`src/rtl/ysyx_2022040010_shift_issue_pkg.sv`:
```
// Shared constants and helpers for the RV64I shift issue/retire wrapper.
package ysyx_2022040010_shift_issue_pkg;

  localparam int XLEN = 64;

  // One-hot shift-unit operation codes
  localparam logic [2:0] SH_OP_SLL  = 3'b100;
  localparam logic [2:0] SH_OP_SRL  = 3'b010;
  localparam logic [2:0] SH_OP_SRA  = 3'b001;
  localparam logic [2:0] SH_OP_NONE = 3'b000;

  // funct3 encodings of the shift instructions
  localparam logic [2:0] F3_SLL = 3'b001;
  localparam logic [2:0] F3_SR  = 3'b101;

  // RV64 W-form result: sign-extend the low word to 64 bits
  function automatic logic [63:0] sext_word(input logic [63:0] value);
    return {{32{value[31]}}, value[31:0]};
  endfunction

endpackage

```
`src/rtl/ysyx_2022040010_shift_decode.sv`:
```
// Combinational decode of a shift instruction into shift-unit operands:
// one-hot op, illegal flag, pre-extended source and masked amount.
module ysyx_2022040010_shift_decode
  import ysyx_2022040010_shift_issue_pkg::*;
(
  input  logic [2:0]      funct3,
  input  logic            funct7_5,
  input  logic            word,
  input  logic [XLEN-1:0] src1,
  input  logic [XLEN-1:0] src2,
  output logic [2:0]      sh_op,
  output logic            illegal,
  output logic [XLEN-1:0] sh_src,
  output logic [XLEN-1:0] sh_amount
);

  // Only the low six amount bits are architecturally meaningful
  logic unused_src2_s;
  assign unused_src2_s = ^src2[XLEN-1:6];

  // Select the operation from funct3 / bit30
  always_comb begin
    sh_op = SH_OP_NONE;
    case (funct3)
      F3_SLL: begin
        if (!funct7_5) begin
          sh_op = SH_OP_SLL;
        end else begin
          sh_op = SH_OP_NONE;
        end
      end
      F3_SR: begin
        if (funct7_5) begin
          sh_op = SH_OP_SRA;
        end else begin
          sh_op = SH_OP_SRL;
        end
      end
      default: sh_op = SH_OP_NONE;
    endcase
  end

  // Illegal encodings feed zero operands so the shifter sees a quiet input
  always_comb begin
    illegal   = (sh_op == SH_OP_NONE);
    sh_src    = {XLEN{1'b0}};
    sh_amount = {XLEN{1'b0}};
    if (!illegal) begin
      if (word) begin
        sh_amount = {59'b0, src2[4:0]};
      end else begin
        sh_amount = {58'b0, src2[5:0]};
      end
      case ({word, sh_op})
        {1'b1, SH_OP_SRL}: sh_src = {32'b0, src1[31:0]};
        {1'b1, SH_OP_SRA}: sh_src = {{32{src1[31]}}, src1[31:0]};
        default:           sh_src = src1;
      endcase
    end else begin
      sh_src    = {XLEN{1'b0}};
      sh_amount = {XLEN{1'b0}};
    end
  end

endmodule

```
`src/rtl/ysyx_2022040010_shift_issue.sv`:
```
// Two-slot EX wrapper around an external combinational 64-bit shifter.
// S1 holds decoded operands that drive the shifter; S2 holds the extended
// result presented to MEM. Handshakes are valid/ready with no skid buffer.
module ysyx_2022040010_shift_issue #(
  parameter int XLEN = 64
) (
  input  logic            clk,
  input  logic            rst,
  input  logic            flush,
  input  logic            in_valid,
  output logic            in_ready,
  input  logic [2:0]      in_funct3,
  input  logic            in_funct7_5,
  input  logic            in_word,
  input  logic [XLEN-1:0] in_src1,
  input  logic [XLEN-1:0] in_src2,
  input  logic [4:0]      in_rd,
  output logic [XLEN-1:0] sh_src,
  output logic [XLEN-1:0] sh_amount,
  output logic [2:0]      sh_op,
  output logic            sh_alu32,
  input  logic [XLEN-1:0] sh_result,
  output logic            out_valid,
  input  logic            out_ready,
  output logic [XLEN-1:0] out_data,
  output logic [4:0]      out_rd,
  output logic            out_illegal
);

  import ysyx_2022040010_shift_issue_pkg::*;

  logic [2:0]      dec_op_s;
  logic            dec_illegal_s;
  logic [XLEN-1:0] dec_src_s;
  logic [XLEN-1:0] dec_amount_s;

  logic            s1_valid_r;
  logic [2:0]      s1_op_r;
  logic            s1_illegal_r;
  logic            s1_word_r;
  logic [XLEN-1:0] s1_src_r;
  logic [XLEN-1:0] s1_amount_r;
  logic [4:0]      s1_rd_r;

  logic            s2_valid_r;
  logic [XLEN-1:0] s2_data_r;
  logic [4:0]      s2_rd_r;
  logic            s2_illegal_r;

  logic            s2_free_s;
  logic            s1_adv_s;
  logic            in_fire_s;
  logic [XLEN-1:0] s2_data_next_s;

  ysyx_2022040010_shift_decode u_decode (
    .funct3    (in_funct3),
    .funct7_5  (in_funct7_5),
    .word      (in_word),
    .src1      (in_src1),
    .src2      (in_src2),
    .sh_op     (dec_op_s),
    .illegal   (dec_illegal_s),
    .sh_src    (dec_src_s),
    .sh_amount (dec_amount_s)
  );

  assign s2_free_s = !s2_valid_r | out_ready;
  assign s1_adv_s  = s1_valid_r & s2_free_s;
  assign in_ready  = !s1_valid_r | s1_adv_s;
  assign in_fire_s = in_valid & in_ready & !flush;

  // Extend the shifter result; illegal entries retire with zero data
  always_comb begin
    s2_data_next_s = {XLEN{1'b0}};
    if (s1_illegal_r) begin
      s2_data_next_s = {XLEN{1'b0}};
    end else if (s1_word_r) begin
      s2_data_next_s = sext_word(sh_result);
    end else begin
      s2_data_next_s = sh_result;
    end
  end

  // S1 slot: capture decoded operands on an accepted input
  always_ff @(posedge clk or posedge rst) begin
    if (rst) begin
      s1_valid_r   <= 1'b0;
      s1_op_r      <= SH_OP_NONE;
      s1_illegal_r <= 1'b0;
      s1_word_r    <= 1'b0;
      s1_src_r     <= {XLEN{1'b0}};
      s1_amount_r  <= {XLEN{1'b0}};
      s1_rd_r      <= 5'd0;
    end else begin
      if (flush) begin
        s1_valid_r <= 1'b0;
      end else if (in_ready) begin
        s1_valid_r <= in_valid;
      end
      if (in_fire_s) begin
        s1_op_r      <= dec_op_s;
        s1_illegal_r <= dec_illegal_s;
        s1_word_r    <= in_word;
        s1_src_r     <= dec_src_s;
        s1_amount_r  <= dec_amount_s;
        s1_rd_r      <= in_rd;
      end
    end
  end

  // S2 slot: capture the extended result when S1 advances; hold while stalled
  always_ff @(posedge clk or posedge rst) begin
    if (rst) begin
      s2_valid_r   <= 1'b0;
      s2_data_r    <= {XLEN{1'b0}};
      s2_rd_r      <= 5'd0;
      s2_illegal_r <= 1'b0;
    end else begin
      if (flush) begin
        s2_valid_r <= 1'b0;
      end else if (s2_free_s) begin
        s2_valid_r <= s1_valid_r;
      end
      if (s1_adv_s) begin
        s2_data_r    <= s2_data_next_s;
        s2_rd_r      <= s1_rd_r;
        s2_illegal_r <= s1_illegal_r;
      end
    end
  end

  assign sh_src      = s1_src_r;
  assign sh_amount   = s1_amount_r;
  assign sh_op       = s1_op_r;
  assign sh_alu32    = s1_word_r;

  assign out_valid   = s2_valid_r;
  assign out_data    = s2_data_r;
  assign out_rd      = s2_rd_r;
  assign out_illegal = s2_illegal_r;

endmodule
```
`config.mk`:
```
export PLATFORM = sky130hd
export DESIGN_NAME = ysyx_2022040010_shift_issue
export DESIGN_NICKNAME = d
export VERILOG_FILES = /design/src/rtl/ysyx_2022040010_shift_issue_pkg.sv /design/src/rtl/ysyx_2022040010_shift_decode.sv /design/src/rtl/ysyx_2022040010_shift_issue.sv
export SDC_FILE = /design/constraint.sdc
export NUM_CORES = 1
export LEC_CHECK = 0
export ABC_CLOCK_PERIOD_IN_PS = 10500
export CAP_MARGIN = 20
export CORE_AREA = 2 2 160 162
export DETAILED_ROUTE_END_ITERATION = 10
export DIE_AREA = 0 0 162 164
export PLACE_DENSITY = 0.71
export SYNTH_ARGS = -nofsm -noshare
export SYNTH_HDL_FRONTEND = slang
export SYNTH_HIERARCHICAL = 1
export SYNTH_SLANG_ARGS = --single-unit
```
`constraint.sdc`:
```
create_clock -name clk -period 10.5 [get_ports clk]
set_input_delay 2.1 -clock clk [delete_from_list [all_inputs] [get_ports clk]]
set_output_delay 2.1 -clock clk [all_outputs]
set_load 0.03 [all_outputs]
```
# Word-level counts from Yosys, hierarchy flattened
# Index checks and enable logic that the tools add are counted.
dict set report word_totals {
  word_cells 39
  output_inout_bits 204
  ram_bits 0
  input_bits 207
  latchBits 0
  mem_count 0
  rom_bits 0
  regBits 210
}
dict set report op_classes {
  bitwise 5
  n_mul 0
  muxes 13
  n_lt_le_gt_ge 0
  div 0
  add_sub_neg 0
  eq_ne 4
  reduce_logical 6
  n_shift 0
}
# cell count
set op_table {}
lappend op_table {{two-way mux 64 bit} 3}
lappend op_table {{case mux 64 bit (2 select lines)} 1}
lappend op_table {{two-way mux 6 bit} 2}
lappend op_table {{== test 4 bit, second input constant} 2}
lappend op_table {{case mux 3 bit (2 select lines)} 1}
lappend op_table {{two-way mux 1 bit} 4}
lappend op_table {{nonzero test 2 bit} 2}
lappend op_table {{AND 1 bit} 3}
lappend op_table {{== test 3 x 1 -> 1 bit, second input constant} 1}
lappend op_table {{== test 3 bit, second input constant} 1}
lappend op_table {{logical NOT 1 bit} 3}
lappend op_table {{logical NOT 3 bit} 1}
lappend op_table {{two-way mux 3 bit} 1}
lappend op_table {{two-way mux 2 bit} 1}
lappend op_table {{OR 1 bit} 2}

# Longest topological paths before layout
# Gate-level depths: netlist (run 1).
dict set report depth {
  ltp_word 6
  depth_mapped 6
  ltp_nobuf 4
}

# Modules after synthesis
# The synthesis (run 1) kept the hierarchy.
# mod instances area_each_um2 cells_each seq_area_each_um2
set modules_own_cells {}
lappend modules_own_cells {ysyx_2022040010_shift_issue 1 8648.3 531 5255.0}
lappend modules_own_cells {ysyx_2022040010_shift_decode 1 1043.5 183 0.0}

# Worst setup path after synthesis (run 1)
# Ideal clock, no wire load.
dict set report synth_path {
  path_kind {input to output}
  startpoint {input port out_ready}
  endpoint {output port in_ready}
  path_buffers 0
  stages 2
  arrival_time_ns 2.533
  slack_ns 5.867
  t_required_ns 8.400
  path_cell_list {and3b_4 inv_1}
}
dict set report synth_between {
  elab_chain_cells 3
}
# item line
set synth_lines {}
lappend synth_lines {{from (decl)} ysyx_2022040010_shift_issue.sv:24} ;# input logic out_ready,
lappend synth_lines {{OR 1 bit} ysyx_2022040010_shift_issue.sv:67} ;# assign s2_free_s = !s2_valid_r | out_ready;
lappend synth_lines {{AND 1 bit} ysyx_2022040010_shift_issue.sv:68} ;# assign s1_adv_s = s1_valid_r & s2_free_s;
lappend synth_lines {{OR 1 bit} ysyx_2022040010_shift_issue.sv:69} ;# assign in_ready = !s1_valid_r | s1_adv_s;
lappend synth_lines {{to (decl)} ysyx_2022040010_shift_issue.sv:11} ;# output logic in_ready,
# Every way passes these cells.

# Final worst setup path (run 1)
# Ends and elaborated chain as after synthesis.

==> impl_metrics.py, run 1 <==
metrics = {
    "synth": {
        "syn_inst": 714,
        "ys_warn_count": 6,
        "avgSynthCellArea_um2": 13.57,
        "syn-cell-area_um2": 9692,
        "ys_seq_elements": 210,
        "synth_flop_cell": "dfrtp_1",
        "ys_types": 25,
        "ys_async_sr_fraction": 1.000,
        "seq_area_frac_synth": 0.5422,
        "synth_edf_count": 0,
    },
    "timing": {
        "fmax_ghz": 0.1774,
        "final-hold-violation-count": 0,
        "rsz0062_at_grt": "false",
        "finalSetupViolCount": 0,
        "worst_slew_pin_slew_ps": 1029,
        "final.setup_skew_ps": 14.42,
        "period_minus_slack_ps": 5638,
        "slew_headroom": 0.3136,
        "timing.final.crit_share": 0.5370,
        "setup_ws_ps": 4862,
        "setup_tns_ps": 0,
        "drv_slew": 0,
    },
    "pwr": {
        "vdd_ir_drop_max_mv": 0.1053,
        "totalPowerFinal_mw": 2.400,
        "p_per_area_nw_per_um2": 172.6,
        "p_leak_nw": 6.176,
    },
    "run_status": {
        "status": "finished, final reports clean",
    },
    "cells_and_area": {
        "diodes": 0,
        "layout-drive-gt1-share": 0.2032,
        "final_cell_area_um2": 13910,
        "fin_cells": 1403,
        "area_delta_synth_final_pct": 43.48,
        "final_net_count": 1262,
    },
    "cts": {
        "clock_path_buffers": 3,
        "root_buffer": "clkbuf_16",
        "cts.clk_slew.worst_paths_ps": 60,
        "numClockSinks": 210,
        "cts_tree": "yes",
        "cts_setup_buffers": 0,
        "clk_latency_ps": 510,
        "cts_buffers": 24,
        "h-tree-depth": 1,
        "ctsHoldBuffers": 0,
        "post_cts_resized": 0,
    },
    "route": {
        "first_pass_iters": 4,
        "drc": 0,
        "routedWlPerCell_um": 16.55,
        "vias_per_cell": 4.551,
        "routed-via-count": 6385,
        "wirelength_um": 23220,
        "drtIter0Drc": 340,
        "ant_nets": 0,
    },
    "setup_path": {
        "critPathBufInv": 3,
        "path_class": "in2out",
        "critPathRequiredTime_ps": 8400,
        "timing.critical_path.mode_cell": "clkdlybuf4s50_1",
        "crit_fanout": 3,
        "cp.arrival_ps": 3540,
        "startpoint_type": "input port",
        "cp_top_family": "buffers and inverters",
        "critical_path.max_stage_delay_ps": 680,
        "crit_path_end_kind": "primary output",
        "rrSetupSlack_ps": 8320,
        "cp_cell_sequence": "clkdlybuf4s50_1, and3b_4, inv_1, clkdlybuf4s50_1",
        "crit_path_top_delay_cell": "clkdlybuf4s50_1",
    },
    "place": {
        "dp.cells": 1357,
        "finalWeightedCongestion": 0.7623,
        "hpwl_um": 15780,
        "portBuffers": 352,
        "pre_cts_ws_ps": 4859,
        "place_area_um2": 13100,
    },
    "floorplan": {
        "core_area_um2": 24820,
        "dieArea_um2": 26570,
        "ios": 411,
        "fp.dieH_um": 164,
        "start_util": 0.3905,
        "die_w_um": 162,
        "num_rows": 58,
    },
    "global_route": {
        "use_met3": 0.04697,
        "use_met2": 0.2810,
        "grt_pass1_wl_um": 36070,
        "grtUsageMet1": 0.2120,
        "grt_usage": 0.1695,
        "gr-total-overflow": 0,
        "antenna_found_initial": 0,
        "top_usage_layer": "met2",
        "grt_pass1_vias": 6667,
        "grt_max_degree": 139,
    },
    "hold_path": {
        "hp-class": "reg2reg",
    },
    "job": {
        "drv_cap": 0,
    },
}
-- synth_stat cells (all sizes together) (2+ instances only) --
| library cell | instances | share of area |
|---|---|---|
| nor2 | 69 | 0.027 |
| dfrtp | 210 | 0.54 |
| a21oi | 33 | 0.017 |
| and3b | 2 | 0.0022 |
| nand2b | 2 | 0.0013 |
| nor3 | 2 | 0.0010 |
| clkbuf | 20 | 0.0080 |
| inv | 5 | 0.0019 |
| nand2 | 3 | 0.0012 |
| o2bb2ai | 32 | 0.029 |
| mux2 | 176 | 0.24 |
| buf | 84 | 0.080 |
| nor2b | 33 | 0.021 |
| and2 | 39 | 0.025 |
-- sequential cells by signal, indices dropped and copies added (netlist names) --
register	count
out_data	64
out_illegal	1
out_rd	5
out_valid	1
s1_illegal_r	1
s1_rd_r	5
s1_valid_r	1
sh_alu32	1
sh_amount	64
sh_op	3
sh_src	64
-- area by class of cell --
| type | count | area (um2) |
|---|---|---|
| clock buffer | 34 | 689.4 |
| clock inverter | 10 | 61.31 |
| fill | 2121 | 10910 |
| inverter | 5 | 26.28 |
| multi-input combinational | 452 | 3790 |
| sequential | 210 | 5255 |
| tap | 330 | 412.9 |
| timing repair buffer | 362 | 3671 |
-- layer usage --
metal	wire length (um)	part of all wire	vias up
met5	0	0	-
met4	840	0.036	0
met3	1859	0.080	53
met2	10890	0.47	256
met1	9623	0.41	3093
li1	-	-	2983
-- final timing paths --
check	to	start	cells after the start
worst max register to register	sh_amount[6]$_DFFE_PP0P_	s1_valid_r$_DFFE_PP0P_	4
worst max-delay path	in_ready	out_ready	4
min in group asynchronous	out_data[26]$_DFFE_PP0P_	rst	2
worst min-delay path	sh_amount[9]$_DFFE_PP0P_	sh_amount[9]$_DFFE_PP0P_	1
worst min register to register	sh_amount[9]$_DFFE_PP0P_	sh_amount[9]$_DFFE_PP0P_	1
max in group asynchronous	sh_amount[61]$_DFFE_PP0P_	rst	4
-- where the power goes --
group | leakage, nW | switching (mW) | internal, mW | total (mW)
logic | 3.09 | 0.339 | 0.315 | 0.654
clock network | 0.365 | 0.335 | 0.459 | 0.794
registers | 2.72 | 0.0501 | 0.903 | 0.953
total | 6.18 | 0.724 | 1.68 | 2.40
-- cells by family after synthesis --
| kind of cell | share of synthesized area |
|---|---|
| buf+inv | 0.08946 |
| simple gates | 0.08159 |
| other cells | 0.0003869 |
| mux | 0.2393 |
| flops | 0.5422 |
| compound gates | 0.04699 |
-- layout by cell type, fill, tap and decap left out, types with 3 or more instances in the layout --
| master | synthesis | routed |
|---|---|---|
| a21oi_1 | 33 | 32 |
| and2_1 | 39 | 39 |
| buf_16 | 0 | 3 |
| buf_4 | 59 | 6 |
| clkbuf_1 | 18 | 6 |
| clkbuf_16 | 0 | 25 |
| clkbuf_8 | 0 | 3 |
| clkdlybuf4s50_1 | 0 | 352 |
| clkinv_2 | 0 | 6 |
| clkinvlp_4 | 0 | 3 |
| conb_1 | 1 | 58 |
| dfrtp_1 | 210 | 210 |
| inv_1 | 5 | 4 |
| mux2_1 | 11 | 11 |
| mux2_2 | 75 | 75 |
| mux2_4 | 90 | 90 |
| nor2_1 | 69 | 69 |
| nor2b_1 | 33 | 33 |
| o2bb2ai_1 | 32 | 32 |
-- metrics by stage --
| stage | hold slack [ps] | util |
|---|---|---|
| after global placement | 467.4 | 0.5267 |
| after CTS | 489.7 | 0.5581 |
| after detailed placement | 473.1 | 0.5278 |
| after global routing | 493.9 | 0.5603 |
| after floorplan | 476.6 | - |
| final | 481.9 | 0.5603 |
(Power assumes the default switching activity.)
==> run 2, diff against run 1 <==
--- a/config.mk
+++ b/config.mk
@@ -5,12 +5,11 @@
 export SDC_FILE = /design/constraint.sdc
 export NUM_CORES = 1
 export LEC_CHECK = 0
-export ABC_CLOCK_PERIOD_IN_PS = 10500
+export ABC_CLOCK_PERIOD_IN_PS = 4600
 export CAP_MARGIN = 20
-export CORE_AREA = 2 2 160 162
+export CORE_UTILIZATION = 39
 export DETAILED_ROUTE_END_ITERATION = 10
-export DIE_AREA = 0 0 162 164
-export PLACE_DENSITY = 0.71
+export PLACE_DENSITY = 0.73
 export SYNTH_ARGS = -nofsm -noshare
 export SYNTH_HDL_FRONTEND = slang
 export SYNTH_HIERARCHICAL = 1
==> constraint.sdc (replaced) <==
create_clock -name clk -period 4.6 [get_ports clk]
set_input_delay 0.92 -clock clk [delete_from_list [all_inputs] [get_ports clk]]
set_output_delay 0.92 -clock clk [all_outputs]
set_load 0.03 [all_outputs]
==> run 2 against run 1 <==
Die area fell by 4.1%. Worst hold slack improved by 4.8 ps. First-iteration DRC count fell by 28%.
==> impl_metrics.py, run 2 (synthesized netlist as in run 1, its figures left out) <==
metrics = {
    "cells_and_area": {
        "fin_util": 0.5764,
        "layout_common_cells": "clkdlybuf4s50_1, dfrtp_1, mux2_4",
        "final_common_cell": "clkdlybuf4s50_1",
        "layout-drive-gt1-share": 0.2050,
        "final_net_count": 1263,
        "area_delta_synth_final_pct": 44.64,
        "diodes": 0,
        "num-fill-cells": 2004,
    },
    "cts": {
        "clk_latency_ps": 510,
        "ctsHoldBuffers": 0,
        "cts_tree": "yes",
        "clock_path_buffers": 3,
        "root_buffer": "clkbuf_16",
        "cts.clk_slew.worst_paths_ps": 60,
        "numClockSinks": 210,
        "h-tree-depth": 1,
        "cts_buffers": 23,
        "post_cts_resized": 0,
        "cts_setup_buffers": 0,
    },
    "timing": {
        "setup_ws_ps": 1319,
        "final.setup_skew_ps": 10.87,
        "slew_headroom": 0.3221,
        "whs_ps": 486.7,
        "fmax_ghz": 0.3048,
        "timing.final.crit_share": 0.7132,
        "finalSetupViolCount": 0,
        "setup_tns_ps": 0,
        "period_minus_slack_ps": 3281,
        "worst_slew_pin_slew_ps": 1016,
        "final-hold-violation-count": 0,
        "drv_slew": 0,
        "rsz0062_at_grt": "false",
    },
    "route": {
        "wirelength_um": 23380,
        "drtIter0Drc": 246,
        "ant_nets": 0,
        "routed-via-count": 6421,
        "vias_per_cell": 4.596,
        "first_pass_iters": 4,
        "drc": 0,
        "routedWlPerCell_um": 16.73,
    },
    "pwr": {
        "seq_power_share": 0.378,
        "p_leak_nw": 6.232,
        "p_per_area_nw_per_um2": 410.6,
        "totalPowerFinal_mw": 5.756,
        "p_clk_frac": 0.363,
        "switching_share": 0.2850,
        "vdd_ir_drop_max_mv": 0.3011,
        "p_int_mw": 4.115,
        "pwr-share-comb": 0.259,
        "p_switching_mw": 1.640,
    },
    "place": {
        "pre_cts_ws_ps": 1315,
        "hpwl_um": 15880,
        "finalWeightedCongestion": 0.7598,
        "portBuffers": 352,
    },
    "global_route": {
        "grt_pass1_vias": 6618,
        "gr-total-overflow": 0,
        "grt_max_degree": 89,
        "antenna_found_initial": 0,
        "grt_usage": 0.1796,
        "grt_pass1_wl_um": 36690,
    },
    "floorplan": {
        "die_w_um": 159.6,
        "num_rows": 57,
        "start_util": 0.3985,
        "dieArea_um2": 25480,
        "core_area_um2": 24320,
        "ios": 411,
        "fp.dieH_um": 159.6,
    },
    "setup_path": {
        "timing.critical_path.mode_cell": "clkdlybuf4s50_1",
        "critPathBufInv": 3,
        "crit_fanout": 3,
        "cp_top_family": "buffers and inverters",
        "startpoint_type": "input port",
        "critPathRequiredTime_ps": 3680,
        "crit_path_end_kind": "primary output",
        "crit_path_top_delay_cell": "clkdlybuf4s50_1",
        "path_class": "in2out",
        "cp_cell_sequence": "clkdlybuf4s50_1, and3b_4, inv_1, clkdlybuf4s50_1",
        "critical_path.max_stage_delay_ps": 680,
        "cp.arrival_ps": 2360,
    },
    "job": {
        "drv_cap": 0,
    },
    "run_status": {
        "status": "finished, final reports clean",
    },
    "hold_path": {
        "hp-class": "reg2reg",
    },
}
## run 2: worst paths after layout
kind | startpoint | to | slack (ps) | depth (start not counted)
worst max-delay path | out_ready | in_ready | 1320 | 4
worst min-delay path | sh_amount[33]$_DFFE_PP0P_ | sh_amount[33]$_DFFE_PP0P_ | 490 | 1
worst max register to register | out_valid$_DFFE_PP0P_ | out_data[2]$_DFFE_PP0P_ | 2520 | 4
worst min register to register | sh_amount[33]$_DFFE_PP0P_ | sh_amount[33]$_DFFE_PP0P_ | 490 | 1
max in group asynchronous | rst | sh_amount[4]$_DFFE_PP0P_ | 2790 | 3
min in group asynchronous | rst | sh_amount[47]$_DFFE_PP0P_ | 870 | 2
## run 2: power groups by stage
| stage | Sequential (mW) | Combinational, mW | Clock (mW) |
|---|---|---|---|
| 2_1_floorplan | 2.61 | 0.478 | 0 |
| 3_5_place_dp | 2.21 | 1.50 | 0 |
| 6_report | 2.18 | 1.49 | 2.09 |
| 4_1_cts | 2.18 | 1.50 | 2.15 |
| 3_3_place_gp | 2.20 | 1.49 | 0 |
| 5_1_grt | 2.21 | 1.56 | 2.23 |
## run 2: layer usage
metal	up-vias	part of all wire	GRT usage
met4	0	0.022	0.04808
met5	-	0	0
met1	3138	0.42	0.2235
met2	259	0.48	0.3055
met3	36	0.080	0.05039
li1	2988	-	-
## run 2: final cells by class
class | count | area, um2 | area share
sequential | 210 | 5255 | 0.3749
clock inverter | 10 | 207.7 | 0.01482
timing repair buffer | 364 | 3671 | 0.2619
clock buffer | 32 | 659.4 | 0.04704
tap | 324 | 405.4 | 0.02892
multi-input combinational | 452 | 3797 | 0.2709
inverter | 5 | 22.52 | 0.001607
## run 2: stage by stage
| stage | std cells | instance area, um2 |
|---|---|---|
| 2_1_floorplan | 771 | 9910 |
| 3_3_place_gp | 1354 | 13140 |
| 3_5_place_dp | 1354 | 13140 |
| 4_1_cts | 1396 | 14000 |
| 5_1_grt | 1397 | 14020 |
| 6_report | 1397 | 14020 |
==> variant, RTL diff (settings of run 2) <==
Make the reset (`rst`) synchronous in 2 clocked blocks.
--- a/src/rtl/ysyx_2022040010_shift_issue.sv
+++ b/src/rtl/ysyx_2022040010_shift_issue.sv
@@ -82,7 +82,7 @@
   end
 
   // S1 slot: capture decoded operands on an accepted input
-  always_ff @(posedge clk or posedge rst) begin
+  always_ff @(posedge clk) begin
     if (rst) begin
       s1_valid_r   <= 1'b0;
       s1_op_r      <= SH_OP_NONE;
@@ -109,7 +109,7 @@
   end
 
   // S2 slot: capture the extended result when S1 advances; hold while stalled
-  always_ff @(posedge clk or posedge rst) begin
+  always_ff @(posedge clk) begin
     if (rst) begin
       s2_valid_r   <= 1'b0;
       s2_data_r    <= {XLEN{1'b0}};
Function: differs if rst is asserted again (counterexample within 4 cycles, from zero or initial values and one cycle with rst high); with rst held inactive, the same outputs for 4 cycles.
==> variant against run 2 <==
  * Critical path depth stayed put
  * Wire length is 18% higher
  * Hold slack worse by 0.023 ns
  * Synthesized cell count is 52% higher
  * Final area increased by 2.1%
  * First-iteration DRC count grew to 2.5 times the old value
  * Clock skew is 0.0048 ns higher
  * Synthesized area up 4.8%
  * Sequential cell count stayed put
  * Utilization is 1.3 points lower
  * Setup slack better by 0.021 ns
  * Highest routed layer is now met5
Power is not compared: it rests on default switching activity, and its combinational part moved more than twofold at a synthesized area within 25%.
==> variant: results (changes against run 2) <==
SETUP PATH
------------------------------------------------------------------------------------
Worst-case register-to-register setup slack ...........................      2.41 ns   -0.11 ns
Arrival time of the worst setup path ..................................      2.34 ns   -0.02 ns
Endpoint of the worst register-to-register path ....................... sh_src[5]$_SDFFE_PP0P_
Worst reg2reg path startpoint ......................................... out_valid$_SDFFE_PP0P_
Reg2Reg Depth .........................................................            5   +1
Largest fanout on the critical path ...................................            2   -1
Dominant delay contributor by cell family on the critical path ........ buffers and inverters

DRT
------------------------------------------------------------------------------------
Final routed wire length divided by cell count ........................      16.1 um   -4.0%
Vias per Instance .....................................................         4.74   +3.1%
Iter 0 DRT Violations .................................................          618   +150%

GLOBAL ROUTE
------------------------------------------------------------------------------------
Antenna violations before repair ......................................            2   +2
All-layer global routing usage ........................................        0.197   +0.0174
Total congestion overflow after global routing ........................            0   unchanged
Number of global-route vias before repair .............................         7791   +18%
Maximum number of pins on one net before global-route repair ..........          177   +99%
Wire length of the first global-routing pass ..........................     41900 um   +14%

CELLS AND AREA
------------------------------------------------------------------------------------
Area Growth Syn to Fin ................................................        40.8%
Filler Cell Count .....................................................         2276   +14%
Number of nets in the layout ..........................................         1583   +25%
Share of layout cells above drive strength 1 ..........................       0.0590   -0.146

STA
------------------------------------------------------------------------------------
Post-route fraction of the period consumed by the critical path .......        0.709   -0.00458
Worst hold slack after final layout ...................................     0.464 ns   -0.0228 ns
Least-Margin Pin Slew .................................................      1.01 ns   -0.00184 ns
Setup clock skew after layout .........................................    0.0156 ns   +0.00476 ns

PLACEMENT
------------------------------------------------------------------------------------
Post-placement cell area ..............................................   13500 um^2   +3.0%
Worst Setup Slack post-DPL ............................................      1.34 ns   +0.0289 ns
Estimated wirelength of the detail-placed design ......................     18000 um   +14%
RD Place Congestion ...................................................        0.806   +6.1%
Number of port buffers ................................................          352   unchanged

MIN PATH
------------------------------------------------------------------------------------
Hold path endpoint .................................................... out_data[63]$_SDFFE_PP0P_
Beginning of the worst hold path ...................................... out_data[63]$_SDFFE_PP0P_

CTS
------------------------------------------------------------------------------------
Max H-tree Level ......................................................            1   unchanged
Number of buffers added by the clock tree synthesis step ..............           25   +8.7%
Number of buffers on the longest clock path ...........................            3   unchanged

YOSYS
------------------------------------------------------------------------------------
Sequential area share after synthesis .................................        0.414   -0.128
Top_reg_cell synth .................................................... sky130_fd_sc_hd__dfxtp_1
Proportion of synthesized flip-flops having asynchronous set or reset .            0   -1.00
Post-synthesis cell type count ........................................           27   +8.0%
Synth cell count leaders .............................................. sky130_fd_sc_hd__nand2b_1, sky130_fd_sc_hd__dfxtp_1, sky130_fd_sc_hd__mux2i_1
Cell types occupying the most area after synthesis .................... sky130_fd_sc_hd__dfxtp_1, sky130_fd_sc_hd__nand2b_1, sky130_fd_sc_hd__mux2i_1

OUTCOME
------------------------------------------------------------------------------------
Result of the run ..................................................... finished, final reports clean

[variant: cell count changes in the layout (fill, tap and decap cells not counted), sizes merged, moves of 38 or more]
cell / delta
a21oi: +41
o21ai: +38
dfrtp: -210
mux2i: +138
dfxtp: +210
nand2b: +277
mux2: -176
[variant: how the worst max path moves through the flow]
stage | from | endpoint | cells past startpoint
floorplan | out_ready | in_ready | 3
detailed placement | out_ready | in_ready | 4
global route | out_ready | in_ready | 4
global placement | out_ready | in_ready | 4
finish | out_ready | in_ready | 4
CTS | out_ready | in_ready | 4
[variant: cells by family (layout without fill, tap and decap cells)]
logic type | Yosys count | in the layout | share of synthesized area
AO/OA/AOI/OAI | 146 | 146 | 0.103
buffers and inverters | 157 | 408 | 0.0914
flip-flops | 210 | 210 | 0.414
multiplexers | 138 | 138 | 0.136
other | 1 | 59 | 0.000369
AND/OR/NAND/NOR | 430 | 430 | 0.256
[variant: layout make-up]
cell class,count,share of cell area
multi-input combinational,772,0.368
clock inverter,4,0.00157
inverter,4,0.00105
clock buffer,37,0.0511
sequential,210,0.294
tap,330,0.0289
timing repair buffer,363,0.255
antenna,1,0.000175
[variant: per-stage QoR]
step                instances  power [uW]
floorplan                1139        2370
global placement         1678        2620
detailed placement       1678        2620
CTS                      1719        4480
global route             1721        4600
finish                   1721        4430
[variant: report_power, final]
group | switching (uW) | total, uW | internal, uW
combinational | 331 | 671 | 340
sequential | 39.0 | 1920 | 1880
clock | 756 | 1840 | 1080
total | 1130 | 4430 | 3300
[variant: metal layers]
metal	GRT usage	up-vias	part of all wire
li1	-	4061	-
met1	0.234	3773	0.41
met2	0.325	270	0.46
met3	0.0721	52	0.097
met4	0.0697	2	0.031
met5	0	-	0.00043
